==> src/rtl/clock_set_ctrl.sv <==
// rtl/clock_set_ctrl.sv - RUN/SET mode controller for the digital clock counter chain
//
// clock_set_deb: 2-flop synchronizer plus counting debouncer for one raw button.
//   clk, rst_n  : clock, asynchronous active-low reset
//   btn_raw     : raw asynchronous button (active-high)
//   level       : debounced button level
//
// clock_set_ctrl: debounces mode/inc buttons and runs the RUN/SET state machine.
//   clk, rst_n            : clock, asynchronous active-low reset
//   tick_1hz              : one-cycle pulse per second
//   btn_mode, btn_inc     : raw buttons
//   run_tick              : advance strobe to the seconds counter (RUN only)
//   sec_clr               : clear strobe to the seconds counter (leaving MIN_L)
//   set_hr_h .. set_min_l : per-digit increment strobes (set states only)
//   blink                 : blink phase for the selected digit
//   mode                  : 0 RUN, 1 HR_H, 2 HR_L, 3 MIN_H, 4 MIN_L

module clock_set_deb #(
  parameter int DEB_CYCLES = 16
) (
  input  logic clk,
  input  logic rst_n,
  input  logic btn_raw,
  output logic level
);
  localparam int CW = $clog2(DEB_CYCLES + 1);

  logic          sync_1;
  logic          sync_2;
  logic [CW-1:0] cnt;

  // The level flips on the DEB_CYCLES-th consecutive sample that differs
  // from it; any agreeing sample restarts the count.
  always_ff @(posedge clk or negedge rst_n) begin
    if (!rst_n) begin
      sync_1 <= 1'b0;
      sync_2 <= 1'b0;
      cnt    <= '0;
      level  <= 1'b0;
    end else begin
      sync_1 <= btn_raw;
      sync_2 <= sync_1;
      if (sync_2 == level) begin
        cnt <= '0;
      end else if (cnt == CW'(DEB_CYCLES - 1)) begin
        cnt   <= '0;
        level <= sync_2;
      end else begin
        cnt <= cnt + 1'b1;
      end
    end
  end
endmodule

module clock_set_ctrl #(
  parameter int DEB_CYCLES  = 16,
  parameter int REPEAT_DLY  = 1000,
  parameter int REPEAT_RATE = 250
) (
  input  logic       clk,
  input  logic       rst_n,
  input  logic       tick_1hz,
  input  logic       btn_mode,
  input  logic       btn_inc,
  output logic       run_tick,
  output logic       sec_clr,
  output logic       set_hr_h,
  output logic       set_hr_l,
  output logic       set_min_h,
  output logic       set_min_l,
  output logic       blink,
  output logic [2:0] mode
);
  localparam int RMAX = (REPEAT_DLY > REPEAT_RATE) ? REPEAT_DLY : REPEAT_RATE;
  localparam int RW   = $clog2(RMAX + 1);

  typedef enum logic [2:0] {
    ST_RUN   = 3'd0,
    ST_HR_H  = 3'd1,
    ST_HR_L  = 3'd2,
    ST_MIN_H = 3'd3,
    ST_MIN_L = 3'd4
  } state_t;

  state_t        state, state_nx;
  logic          mode_lvl, mode_lvl_q;
  logic          inc_lvl, inc_lvl_q;
  logic          mode_press, inc_press;
  logic          rep_on, rep_on_nx;
  logic          rep_phase, rep_phase_nx;   // 0: waiting REPEAT_DLY, 1: REPEAT_RATE
  logic [RW-1:0] rep_cnt, rep_cnt_nx;
  logic [RW-1:0] rep_target;
  logic          rep_fire, set_state, inc_evt;
  logic          run_tick_nx, sec_clr_nx, blink_nx;
  logic          hr_h_nx, hr_l_nx, min_h_nx, min_l_nx;

  clock_set_deb #(.DEB_CYCLES(DEB_CYCLES)) u_deb_mode (
    .clk     (clk),
    .rst_n   (rst_n),
    .btn_raw (btn_mode),
    .level   (mode_lvl)
  );

  clock_set_deb #(.DEB_CYCLES(DEB_CYCLES)) u_deb_inc (
    .clk     (clk),
    .rst_n   (rst_n),
    .btn_raw (btn_inc),
    .level   (inc_lvl)
  );

  assign mode_press = mode_lvl & ~mode_lvl_q;
  assign inc_press  = inc_lvl & ~inc_lvl_q;
  assign set_state  = (state != ST_RUN);
  assign rep_target = rep_phase ? RW'(REPEAT_RATE) : RW'(REPEAT_DLY);
  // rep_cnt holds the number of edges since the press (or last repeat).
  assign rep_fire   = rep_on & inc_lvl & (rep_cnt == rep_target);
  // A mode event in the same cycle swallows any inc event.
  assign inc_evt    = set_state & (inc_press | rep_fire) & ~mode_press;
  assign mode       = state;

  always_comb begin
    state_nx     = state;
    run_tick_nx  = 1'b0;
    sec_clr_nx   = 1'b0;
    hr_h_nx      = 1'b0;
    hr_l_nx      = 1'b0;
    min_h_nx     = 1'b0;
    min_l_nx     = 1'b0;
    rep_on_nx    = rep_on;
    rep_phase_nx = rep_phase;
    rep_cnt_nx   = rep_cnt;
    blink_nx     = blink;

    // Only the current state gates run_tick, so a tick on the MIN_L->RUN
    // edge is dropped and sec_clr stays the only strobe.
    run_tick_nx = tick_1hz & (state == ST_RUN);

    if (mode_press) begin
      case (state)
        ST_RUN:   state_nx = ST_HR_H;
        ST_HR_H:  state_nx = ST_HR_L;
        ST_HR_L:  state_nx = ST_MIN_H;
        ST_MIN_H: state_nx = ST_MIN_L;
        default: begin
          state_nx   = ST_RUN;
          sec_clr_nx = 1'b1;
        end
      endcase
      rep_on_nx    = 1'b0;
      rep_phase_nx = 1'b0;
      rep_cnt_nx   = '0;
    end else begin
      if (inc_evt) begin
        case (state)
          ST_HR_H:  hr_h_nx  = 1'b1;
          ST_HR_L:  hr_l_nx  = 1'b1;
          ST_MIN_H: min_h_nx = 1'b1;
          ST_MIN_L: min_l_nx = 1'b1;
          default:  ;
        endcase
      end
      if (set_state && inc_press) begin
        rep_on_nx    = 1'b1;
        rep_phase_nx = 1'b0;
        rep_cnt_nx   = RW'(1);
      end else if (!inc_lvl || !rep_on) begin
        rep_on_nx    = 1'b0;
        rep_phase_nx = 1'b0;
        rep_cnt_nx   = '0;
      end else if (rep_fire) begin
        rep_phase_nx = 1'b1;
        rep_cnt_nx   = RW'(1);
      end else begin
        rep_cnt_nx = rep_cnt + 1'b1;
      end
    end

    // Leaving RUN always lands in HR_H, so "in RUN" covers entry to HR_H.
    if (state == ST_RUN || state_nx == ST_RUN) begin
      blink_nx = 1'b0;
    end else if (tick_1hz) begin
      blink_nx = ~blink;
    end
  end

  always_ff @(posedge clk or negedge rst_n) begin
    if (!rst_n) begin
      state      <= ST_RUN;
      mode_lvl_q <= 1'b0;
      inc_lvl_q  <= 1'b0;
      rep_on     <= 1'b0;
      rep_phase  <= 1'b0;
      rep_cnt    <= '0;
      run_tick   <= 1'b0;
      sec_clr    <= 1'b0;
      set_hr_h   <= 1'b0;
      set_hr_l   <= 1'b0;
      set_min_h  <= 1'b0;
      set_min_l  <= 1'b0;
      blink      <= 1'b0;
    end else begin
      state      <= state_nx;
      mode_lvl_q <= mode_lvl;
      inc_lvl_q  <= inc_lvl;
      rep_on     <= rep_on_nx;
      rep_phase  <= rep_phase_nx;
      rep_cnt    <= rep_cnt_nx;
      run_tick   <= run_tick_nx;
      sec_clr    <= sec_clr_nx;
      set_hr_h   <= hr_h_nx;
      set_hr_l   <= hr_l_nx;
      set_min_h  <= min_h_nx;
      set_min_l  <= min_l_nx;
      blink      <= blink_nx;
    end
  end
endmodule
==> config.mk <==
export PLATFORM = sky130hd
export DESIGN_NAME = clock_set_ctrl
export DESIGN_NICKNAME = d
export VERILOG_FILES = /design/src/rtl/clock_set_ctrl.sv
export SDC_FILE = /design/constraint.sdc
export NUM_CORES = 1
export LEC_CHECK = 0
export ABC_CLOCK_PERIOD_IN_PS = 1600
export CAP_MARGIN = 25
export CORE_MARGIN = 2
export CORE_UTILIZATION = 23
export DETAILED_ROUTE_END_ITERATION = 6
export MAX_ROUTING_LAYER = met4
export PLACE_DENSITY = 0.37
export SLEW_MARGIN = 0
export SYNTH_ARGS = -nofsm -noshare
export SYNTH_HDL_FRONTEND = slang
export SYNTH_SLANG_ARGS = --single-unit
==> constraint.sdc <==
create_clock -name clk -period 1.6 [get_ports clk]
set_clock_uncertainty 0.05 [all_clocks]
set_input_delay 0.16 -clock clk [delete_from_list [all_inputs] [get_ports clk]]
set_output_delay 0.16 -clock clk [all_outputs]
set_load 0.005 [all_outputs]
* Yosys cells after proc, flatten, opt, wreduce, memory -nomap -nowiden
Cells that the tools add are included.
** Word-level totals
- Logic and storage cells :: 95
- Output and inout port bits :: 10
- Bits of input ports :: 5
- Bits in registers :: 40
** Cells by class
- $add $sub $neg :: 3
- Muxes and demuxes :: 34
- Bitwise gates (word level) :: 14
- Reductions and logical operators :: 14
- Equality and inequality tests :: 9
** Operators by type and width (count)
- $mux 10 :: 5
- $mux 1 :: 23
- $mux 5 :: 4
- $pmux 3 s4 :: 1
- $add 10x1->10 const B :: 1
- $add 5x1->5 const B :: 2
- $eq 10x10->1 :: 1
- $eq 5x4->1 const B :: 2
- $and 1x1->1 :: 7
- $eq 3x2->1 const B :: 2
- $logic_not 3->1 :: 2
- $not 1->1 :: 6
- $reduce_bool 3->1 :: 2
- $reduce_and 2->1 :: 2
- $reduce_bool 4->1 :: 1
- $reduce_or 4->1 :: 1
- $eq 3x1->1 const B :: 1
- $eq 3x3->1 const B :: 1
- $mux 3 :: 1
- $eq 1x1->1 :: 2
- $logic_not 1->1 :: 2
- $logic_or 1x1->1 :: 2
- $reduce_bool 2->1 :: 1
- $logic_and 1x1->1 :: 1
- $or 1x1->1 :: 1

* Longest topological paths before layout
Gate-level depths: netlist of run 1.
- Depth after elaboration :: 8
- Gate-level depth with buffers :: 6
- Mapped depth without buffers :: 5

* Cells and area by module
A second synthesis of run 1 with hierarchy kept.
** Unflattened totals
- Cell total of the unflattened synthesis :: 142
- Area total of the unflattened synthesis :: 1709.1 sq um
** By module, submodules not included
- clock_set_ctrl :: times used 1, cells each 96, sequential area each 600.6 sq um, area an instance 1086.0 sq um
- clock_set_deb :: times used 2, cells each 23, sequential area each 200.2 sq um, area an instance 311.5 sq um

* Worst setup path after synthesis of run 1
No wires, ideal clock.
- Path kind :: register -> register
- From :: register rep_cnt[4]
- To :: register rep_cnt[2]
- Data required time :: 1430 ps
- Cell stages (with the launch flop) :: 7
- Arrival :: 1520 ps
- Library setup time :: 120 ps
- Path slack :: -90 ps
- Clock period less this slack :: 1690 ps
- Cells stage by stage :: dfrtp_1 buf_6 or4b_4 mux2i_4 a21o_2 buf_2 nor2_1
** Between the ends
- Cells in the longest elaborated chain, start to end :: 6
** Ends and longest elaborated chain
- start: declaration :: RTL line 91 : logic [RW-1:0] rep_cnt, rep_cnt_nx;
- start signal: assignment :: RTL line 207 : rep_cnt <= rep_cnt_nx;
- $eq 10x10->1 :: RTL line 116 : assign rep_fire = rep_on & inc_lvl & (rep_cnt == rep_target);
- $and 1x1->1 :: RTL line 116
- $mux 10 :: RTL line 170 : end else if (rep_fire) begin
- $mux 10 :: RTL line 166 : end else if (!inc_lvl || !rep_on) begin
- $mux 10 :: RTL line 162 : if (set_state && inc_press) begin
- $mux 10 :: RTL line 138 : if (mode_press) begin
- via rep_cnt_nx[2] :: RTL line 91
The timed path passes the listed nets, and every way through them passes these cells.
A chain may end at the register's enable or synchronous reset.

* Worst setup path in the final report of run 1
- From :: register rep_phase
- To :: register rep_cnt[3]
** Between the ends
- Cells in the longest elaborated chain, start to end :: 7
** Ends and longest elaborated chain
- start: declaration :: RTL line 90 : logic rep_phase, rep_phase_nx;
- start signal: assignment :: RTL line 206 : rep_phase <= rep_phase_nx;
- $mux 10 :: RTL line 114 : assign rep_target = rep_phase ? RW'(REPEAT_RATE) : RW'(REPEAT_DLY);
- $eq 10x10->1 :: RTL line 116
- $and 1x1->1 :: RTL line 116
- $mux 10 :: RTL line 170
- $mux 10 :: RTL line 166
- $mux 10 :: RTL line 162
- $mux 10 :: RTL line 138
- via rep_cnt_nx[3] :: RTL line 91
The timed path passes the listed nets, and every way through them passes these cells.

==> flow_summary.json, run 1 <==
{
  "drtIter0Drc": 41,
  "antenna_left": 0,
  "grt-ovfl-total": 0,
  "arrival_ns": 1.81,
  "synth.area.mux_share": 0.0341,
  "fp.dieW_um": 88.7,
  "worstHoldStart": "btn_inc",
  "r2r_end": "rep_cnt[3]",
  "synth_compound_area_frac": 0.0402,
  "netlist_instances": 139,
  "synth_area_mm2": 0.00165,
  "core_mm2": 0.00687,
  "nets": 180,
  "cts_buffers": 5,
  "synth.distinct_cells": 33,
  "leakagePower_nw": 0.990,
  "drv_slew": 0,
  "via_per_inst": 4.05,
  "clkPwrFrac": 0.430,
  "holdPathStages": 1,
  "cp-end-kind": "flip-flop",
  "firstDrtPassIters": 4,
  "power_frac_seq": 0.518,
  "wl_per_cell_um": 11.0,
  "slew_headroom": 0.672,
  "cp-start-kind": "flip-flop",
  "final.fill_count": 697,
  "worst_pin_slew_ns": 0.492,
  "r2r_cells": 5,
  "crit_required_ns": 1.73,
  "synth_xor_area_frac": 0.0795,
  "r2r_slack_ns": -0.08,
  "drive_gt1_frac": 0.202,
  "syn2layout_area_growth_pct": 31.2,
  "clock_latency_ns": 0.29,
  "synth.ff_latch_count": 40,
  "layout_common_cells": "dfrtp_1, nor2_1, buf_4, clkdlybuf4s50_1, xor2_1",
  "dp_slack_ns": -0.0209,
  "grt_max_degree": 41,
  "hold_end": "u_deb_inc.sync_1",
  "clkSlewWorstSetupHoldPaths_ns": 0.07,
  "yosys.area.top_type": "dfrtp_1",
  "fmax_ghz": 0.595,
  "portBuffers": 14,
  "ys_async_sr_fraction": 1.00,
  "synth-simple-area-share": 0.196,
  "diodes": 0,
  "whs_ns": 0.255,
  "num_vias": 1089,
  "yosys_warnings": 0,
  "gp_congestion": 0.696,
  "synth_top_area_share": 0.606,
  "rsz0062_at_grt": "yes",
  "cts-root-buf": "clkbuf_8",
  "die_h_um": 88.7,
  "io_pins": 15,
  "grt_pass1_vias": 1146,
  "finalHoldViolCount": 0,
  "grt_usage": 0.0911,
  "powerDensity_mw_per_mm2": 949,
  "rr_startpoint": "rep_phase",
  "switching_power_mw": 0.405,
  "wirelength_met1_mm": 1.33,
  "synthFlopType": "dfrtp_1",
  "drt-total-wl_mm": 2.97,
  "syn_area_per_cell_um2": 11.9,
  "synthAdderAreaFrac": 0.0227,
  "setup_slack_ns": -0.0814,
  "synth_top_family_by_area": "simple AND/OR/NAND/NOR gates",
  "setup_violations": 12,
  "min_path_type": "primary input to flip-flop",
  "wl_met3_um": 152,
  "start_util": 0.240,
  "cts_tree": "yes",
  "violations": "negative setup slack",
  "grt_pass1_wl_mm": 5.29,
  "total_power_mw": 2.06,
  "dp_hpwl_mm": 2.08,
  "clock_path_buffers": 2,
  "fin_crit_ns": 1.68,
  "mostFrequentLayoutCell": "dfrtp_1",
  "synth_edf_count": 0,
  "yosysSeqAreaShare": 0.606,
  "die_area_mm2": 0.00787,
  "synthTopCellsByArea": "dfrtp_1, xor2_1, nor2_1",
  "critPathKind": "flip-flop to flip-flop",
  "swShare": 0.197,
  "cts-htree-levels": 2,
  "path_max_fanout": 4,
  "grt_antenna_before_repair": 0,
  "rows": 30,
  "top_layer_used": "met4",
  "intPower_mw": 1.65,
  "cts.sinks": 40,
  "route.met2.wl_mm": 1.43,
  "pwr-share-comb": 0.052,
  "maxCapViolations": 0,
  "drc": 0,
  "status": "finished, violations left",
  "fin_crit_sh": 1.05,
  "synth_nets": 147,
  "ir_worst_vdd_mv": 0.392
}
cell type report:
type,instances,area (um^2),area share
Clock buffer,7,96.3,0.0445
Sequential cell,40,1000,0.462
Timing Repair Buffer,29,250,0.115
Multi-Input combinational cell,93,658,0.304
Inverter,3,11.3,0.00520
Tap cell,96,120,0.0554
Clock inverter,1,30.0,0.0139
per-stage QoR:
| step | setup TNS, ns | instances | cell area (um^2) | util |
|---|---|---|---|---|
| 2_1_floorplan | -0.641 | 139 | 1690 | - |
| 3_3_place_gp | 0 | 257 | 2000 | 0.291 |
| 3_5_place_dp | -0.110 | 257 | 2000 | 0.291 |
| 4_1_cts | -0.317 | 266 | 2140 | 0.311 |
| 5_1_grt | -1.20 | 269 | 2170 | 0.315 |
| 6_report | -0.737 | 269 | 2170 | 0.315 |
worst max path at each step:
stage                     from    endpoint  cells after the start
finish               rep_phase  rep_cnt[3]                      5
global route         rep_phase   set_min_l                      4
CTS                  rep_phase    set_hr_l                      4
detailed placement   rep_phase    set_hr_l                      4
global placement    rep_cnt[4]    set_hr_l                      4
floorplan           rep_cnt[4]    set_hr_h                      5
power groups by stage:
stage	registers [mW]	clock network, mW	logic [mW]
after global routing	1.07	0.974	0.128
after CTS	1.06	0.926	0.111
final	1.06	0.885	0.107
after global placement	1.08	0	0.109
after detailed placement	1.08	0	0.109
after floorplan	1.08	0	0.0423
cells by family after synthesis:
kind of cell,count (synthesis)
flops,40
simple gates,60
mux,4
compound gates,10
fa+ha+maj,3
buf+inv,7
xor+xnor,15
registers in the layout, indices dropped and copies added (netlist names), 3 cells and up:
signal	flops
mode	3
rep_cnt	10
u_deb_inc.cnt	5
u_deb_mode.cnt	5
critical path, cell delays in order, from the launching register on:
cell and delay [ns]:
dfrtp_1 0.39, or4b_4 0.55, mux2i_4 0.21, buf_4 0.16, a21o_2 0.16, nor2_1 0.05
repair_timing:
action                                 CTS  global route
buffers inserted                         0             2
resized for setup                        0             1
cloned                                   0             1
endpoints found under the hold margin   40             0
setup endpoints to repair               12            12
hold buffers                             1             0
Yosys cell counts, types with 2 or more instances:
library cell / n
mux2_2: 3
nand2_1: 6
nor3_1: 2
and2_1: 4
nor2_1: 20
nor4b_1: 3
and3_1: 6
dfrtp_1: 40
o21ai_0: 5
nand3b_1: 2
xnor2_1: 4
xor2_1: 11
inv_1: 3
nand3_1: 7
nand4_1: 2
clkbuf_1: 2
ha_1: 3
per-layer routing:
| metal | up-vias | track usage |
|---|---|---|
| met5 | - | - |
| met4 | 0 | 0.0372 |
| met3 | 6 | 0.0308 |
| met2 | 20 | 0.145 |
| met1 | 523 | 0.106 |
| li1 | 540 | - |
Note: power is estimated with default switching activity, not from simulation.
==> run 2: changes to the inputs <==
- ABC_CLOCK_PERIOD_IN_PS: 1600 -> 2000
- PLACE_DENSITY: 0.37 -> 0.36
- REMOVE_ABC_BUFFERS: unset -> 1
- clock period: 1.6 -> 2 ns (I/O delays scaled with it)
==> flow_summary.json, run 2 (same netlist as run 1, synthesis figures left out) <==
{
  "clock_latency_ns": 0.29,
  "whs_ns": 0.295,
  "min_path_type": "primary input to flip-flop",
  "gp_congestion": 0.683,
  "cts_resized": 0,
  "fmax_ghz": 0.548,
  "syn2layout_area_growth_pct": 22.0,
  "holdPathStages": 1,
  "crit_required_ns": 2.13,
  "drive_gt1_frac": 0.113,
  "grt_pass1_wl_mm": 5.23,
  "setup_violations": 0,
  "finalHoldViolCount": 0,
  "final.fill_count": 705,
  "use_met2": 0.143,
  "portBuffers": 14,
  "grt_antenna_before_repair": 0,
  "via_per_inst": 3.98,
  "antenna_left": 0,
  "clkSlewWorstSetupHoldPaths_ns": 0.07,
  "drv_slew": 0,
  "r2r_end": "set_hr_l",
  "nets": 167,
  "fp.dieW_um": 88.7,
  "met1_usage": 0.101,
  "largest_register": "rep_cnt",
  "die_h_um": 88.7,
  "dp_hpwl_mm": 1.90,
  "grt_max_degree": 41,
  "r2r_slack_ns": 0.18,
  "powerDensity_mw_per_mm2": 785,
  "slew_headroom": 0.666,
  "grt_pass1_vias": 1166,
  "status": "finished, final reports clean",
  "io_pins": 15,
  "cp-end-kind": "flip-flop",
  "start_util": 0.240,
  "cts-htree-levels": 2,
  "crit_path_end": "set_hr_l",
  "ir_worst_vdd_mv": 0.235,
  "layout_common_cells": "dfrtp_1, nor2_1, clkdlybuf4s50_1, xor2_1, nand3_1",
  "rr_startpoint": "rep_cnt[4]",
  "startpoint": "rep_cnt[4]",
  "arrival_ns": 1.95,
  "cts-root-buf": "clkbuf_8",
  "cts.sinks": 40,
  "die_area_mm2": 0.00787,
  "largest_reg_flops": 10,
  "met3_usage": 0.0308,
  "cts_buffers": 5,
  "wl_per_cell_um": 10.8,
  "path_max_fanout": 8,
  "grt-ovfl-total": 0,
  "place_area_mm2": 0.00190,
  "core_mm2": 0.00687,
  "clock_path_buffers": 2,
  "fin_crit_ns": 1.82,
  "drtIter0Drc": 33,
  "mostFrequentLayoutCell": "dfrtp_1",
  "top_regs": "rep_cnt: 10 flops, u_deb_inc.cnt: 5 flops, u_deb_mode.cnt: 5 flops",
  "tns_ns": 0,
  "drt-total-wl_mm": 2.76,
  "critPathKind": "flip-flop to flip-flop",
  "grt-busiest-layer": "met2",
  "cts_tree": "yes",
  "leakagePower_nw": 0.908,
  "num_vias": 1020,
  "drc": 0,
  "worst_pin_slew_ns": 0.502,
  "diodes": 0,
  "r2r_cells": 4,
  "firstDrtPassIters": 3,
  "final_cell_area_mm2": 0.00202,
  "maxCapViolations": 0,
  "grt_usage": 0.0896,
  "rows": 30,
  "total_power_mw": 1.58,
  "cp-start-kind": "flip-flop",
  "rsz0062_at_grt": "no",
  "fin_crit_sh": 0.912
}
[run 2: power by group]
group          switching [mW]  internal (mW)
sequential             0.0187          0.833
combinational          0.0373         0.0462
clock                   0.276          0.370
[run 2: cell type report]
class,instances,area [um^2],share of cell area
repair buffers,17,160,0.0795
clock buffers,6,72.6,0.0360
well taps,96,120,0.0596
multi-input cells,92,616,0.305
flip-flops and latches,40,1000,0.497
clock inverters,2,35.0,0.0174
inverters,3,11.3,0.00559
[run 2: routing by layer]
metal / vias to the layer above / part of all wire
met5: - / 0
met4: 0 / 0.024
li1: 509 / -
met2: 17 / 0.47
met3: 7 / 0.044
met1: 487 / 0.46
[run 2: worst min path at each step]
stage                         from                 to  slack, ns
after floorplan              rst_n              blink      -0.15
after global placement       rst_n            sec_clr       0.24
after detailed placement     rst_n           run_tick       0.24
after CTS                 btn_mode  u_deb_mode.sync_1       0.28
after global routing      btn_mode  u_deb_mode.sync_1       0.29
final                     btn_mode  u_deb_mode.sync_1       0.30
[run 2: critical path, stage by stage, from the launching register on]
cell and delay (ns):
dfrtp_1 0.45, or4b_4 0.57, mux2i_4 0.19, a31oi_2 0.15
nor4b_1 0.30
[run 2: timing repair]
action | in CTS | in global routing
buffers inserted | 0 | 0
hold buffers | 1 | 0
endpoints found under the hold margin | 40 | 0
setup endpoints to repair | 0 | 0
[run 2: stage by stage]
step / utilization / worst slack (ns) / instances
floorplan: - / 0.346 / 135
global placement: 0.276 / 0.270 / 247
detailed placement: 0.276 / 0.202 / 247
CTS: 0.293 / 0.177 / 256
global route: 0.293 / 0.0144 / 256
finish: 0.293 / 0.177 / 256
==> run 3: changes to the inputs <==
- SYNTH_HIERARCHICAL: unset -> 1
==> flow_summary.json, run 3 <==
{
  "status": "finished, final reports clean",
  "r2r_slack_ns": 0.17,
  "nets": 170,
  "core_mm2": 0.00721,
  "mostFrequentLayoutCell": "dfrtp_1",
  "setup_slack_ns": 0.172,
  "slew_headroom": 0.658,
  "met3_usage": 0.0277,
  "ff_latch_area_mm2": 0.00100,
  "syn_area_per_cell_um2": 12.0,
  "drc": 0,
  "yosys.area.top_type": "dfrtp_1",
  "synthFlopType": "dfrtp_1",
  "largest_register": "rep_cnt",
  "clock_path_buffers": 2,
  "cp-start-kind": "flip-flop",
  "ir_worst_vdd_mv": 0.395,
  "grt_antenna_before_repair": 0,
  "critPathKind": "flip-flop to flip-flop",
  "crit_required_ns": 2.11,
  "finalNonFillerCells": 262,
  "synth_edf_count": 0,
  "rr_startpoint": "rep_cnt[4]",
  "num_vias": 1071,
  "dp_slack_ns": 0.170,
  "leakagePower_nw": 0.938,
  "cts-htree-levels": 2,
  "largest_reg_flops": 10,
  "dp_hpwl_mm": 2.09,
  "finalHoldViolCount": 0,
  "holdPathStages": 0,
  "synthTopCellsByArea": "dfrtp_1, xor2_1, nor2_1",
  "synth_common_cells": "dfrtp_1, nor2_1, xor2_1",
  "grt-ovfl-total": 0,
  "via_per_inst": 4.09,
  "r2r_cells": 4,
  "rsz0062_at_grt": "no",
  "total_power_mw": 1.65,
  "gp_congestion": 0.695,
  "path_max_fanout": 9,
  "grt-busiest-layer": "met2",
  "multi_input_area_um2": 677,
  "cts.sinks": 40,
  "cts_hold_buf": 1,
  "worst_pin_slew_ns": 0.514,
  "grt_usage": 0.0879,
  "fin_crit_sh": 0.914,
  "setup_violations": 0,
  "firstDrtPassIters": 4,
  "clock_latency_ns": 0.29,
  "place_inst": 253,
  "top_regs": "rep_cnt: 10 flops, u_deb_inc/cnt: 5 flops, u_deb_mode/cnt: 5 flops",
  "die_area_mm2": 0.00814,
  "drive_gt1_frac": 0.184,
  "io_pins": 15,
  "r2r_end": "rep_cnt[7]",
  "met1_usage": 0.109,
  "drv_slew": 0,
  "portBuffers": 14,
  "start_util": 0.237,
  "yosysSeqAreaShare": 0.586,
  "drtIter0Drc": 51,
  "fmax_ghz": 0.547,
  "ys_async_sr_fraction": 1.00,
  "worstHoldStart": "u_deb_mode/sync_1",
  "synth.distinct_cells": 39,
  "rows": 31,
  "fp.dieW_um": 90.2,
  "yosys_warnings": 6,
  "layout_common_cells": "dfrtp_1, nor2_1, xor2_1, clkdlybuf4s50_1, nand2_1",
  "final.fill_count": 785,
  "min_path_type": "flip-flop to flip-flop",
  "synth_top_area_share": 0.586,
  "powerDensity_mw_per_mm2": 783,
  "synth.most_common_cell": "dfrtp_1",
  "synth_area_mm2": 0.00171,
  "hold_end": "u_deb_mode/sync_2",
  "cts_tree": "yes",
  "netlist_instances": 142,
  "cts_resized": 0,
  "drt-total-wl_mm": 3.03,
  "use_met2": 0.132,
  "diodes": 0,
  "grt_max_degree": 41,
  "tns_ns": 0,
  "grt_pass1_vias": 1176,
  "postCtsSetupBuffers": 0,
  "cts_buffers": 5,
  "die_h_um": 90.2,
  "antenna_left": 0,
  "clkSlewWorstSetupHoldPaths_ns": 0.07,
  "arrival_ns": 1.94,
  "synth.ff_latch_count": 40,
  "post-route-util": 0.292,
  "fin_crit_ns": 1.83,
  "cp-end-kind": "flip-flop",
  "syn2layout_area_growth_pct": 23.3,
  "grt_pass1_wl_mm": 5.53,
  "maxCapViolations": 0,
  "wl_per_cell_um": 11.6,
  "cts-root-buf": "clkbuf_8"
}
## run 3: changes by cell type in the layout (fill, tap and decap cells not counted), moves of 3 or more
cell	previous run	this run
nor2_2	0	4
nor4b_1	3	0
nor2_1	20	16
and3_1	6	2
nand2_1	6	9
## run 3: per-stage QoR
stage | area (um^2) | hold slack, ns
floorplan | 1690 | -0.146
global placement | 1970 | 0.246
detailed placement | 1970 | 0.255
CTS | 2110 | 0.292
global route | 2110 | 0.286
finish | 2110 | 0.302
## run 3: per-layer routing
layer  wire (um)  share of wire  vias up
met5           0              0        -
met3          92          0.030        6
met4          60          0.020        0
met1        1470           0.49      523
met2        1400           0.46       16
li1            -              -      526
## run 3: power by group
group	total (mW)	switching [mW]	internal (mW)
sequential	0.851	0.0182	0.833
combinational	0.0882	0.0410	0.0472
clock	0.711	0.271	0.440
total	1.65	0.330	1.32
## run 3: cells by family (layout without fill, tap and decap cells)
group	Yosys count	after routing	share of synthesized area
AO/OA/AOI/OAI	10	10	0.0439
XOR/XNOR	15	15	0.0769
adder cells (fa/ha/maj)	3	3	0.0220
buffers and inverters	8	29	0.0183
flip-flops	40	40	0.586
multiplexers	4	4	0.0329
AND/OR/NAND/NOR	62	62	0.220
## run 3: worst max-delay path by stage
stage / slack [ns] / endpoint / start / cells past startpoint
final: 0.17 / rep_cnt[7] / rep_cnt[4] / 4
after detailed placement: 0.17 / rep_cnt[4] / rep_cnt[4] / 4
after global placement: 0.23 / rep_cnt[9] / rep_cnt[4] / 4
after global routing: 0.04 / rep_cnt[7] / rep_cnt[4] / 4
after floorplan: 0.34 / set_min_h / rep_cnt[4] / 4
after CTS: 0.16 / rep_cnt[4] / rep_cnt[4] / 4
## run 3: worst max-delay path: stages (launching register included)
cell     delay, ns
dfrtp_1       0.44
or4b_4        0.57
mux2i_4       0.19
a31o_1        0.36
nor2_1        0.09
## run 3: cell type report
type / count / area share
clock inverter: 1 / 0.0143
clock buffer: 7 / 0.0457
timing repair buffer: 18 / 0.0796
sequential: 40 / 0.475
tap: 99 / 0.0588
multi-input combinational: 94 / 0.321
inverter: 3 / 0.00534
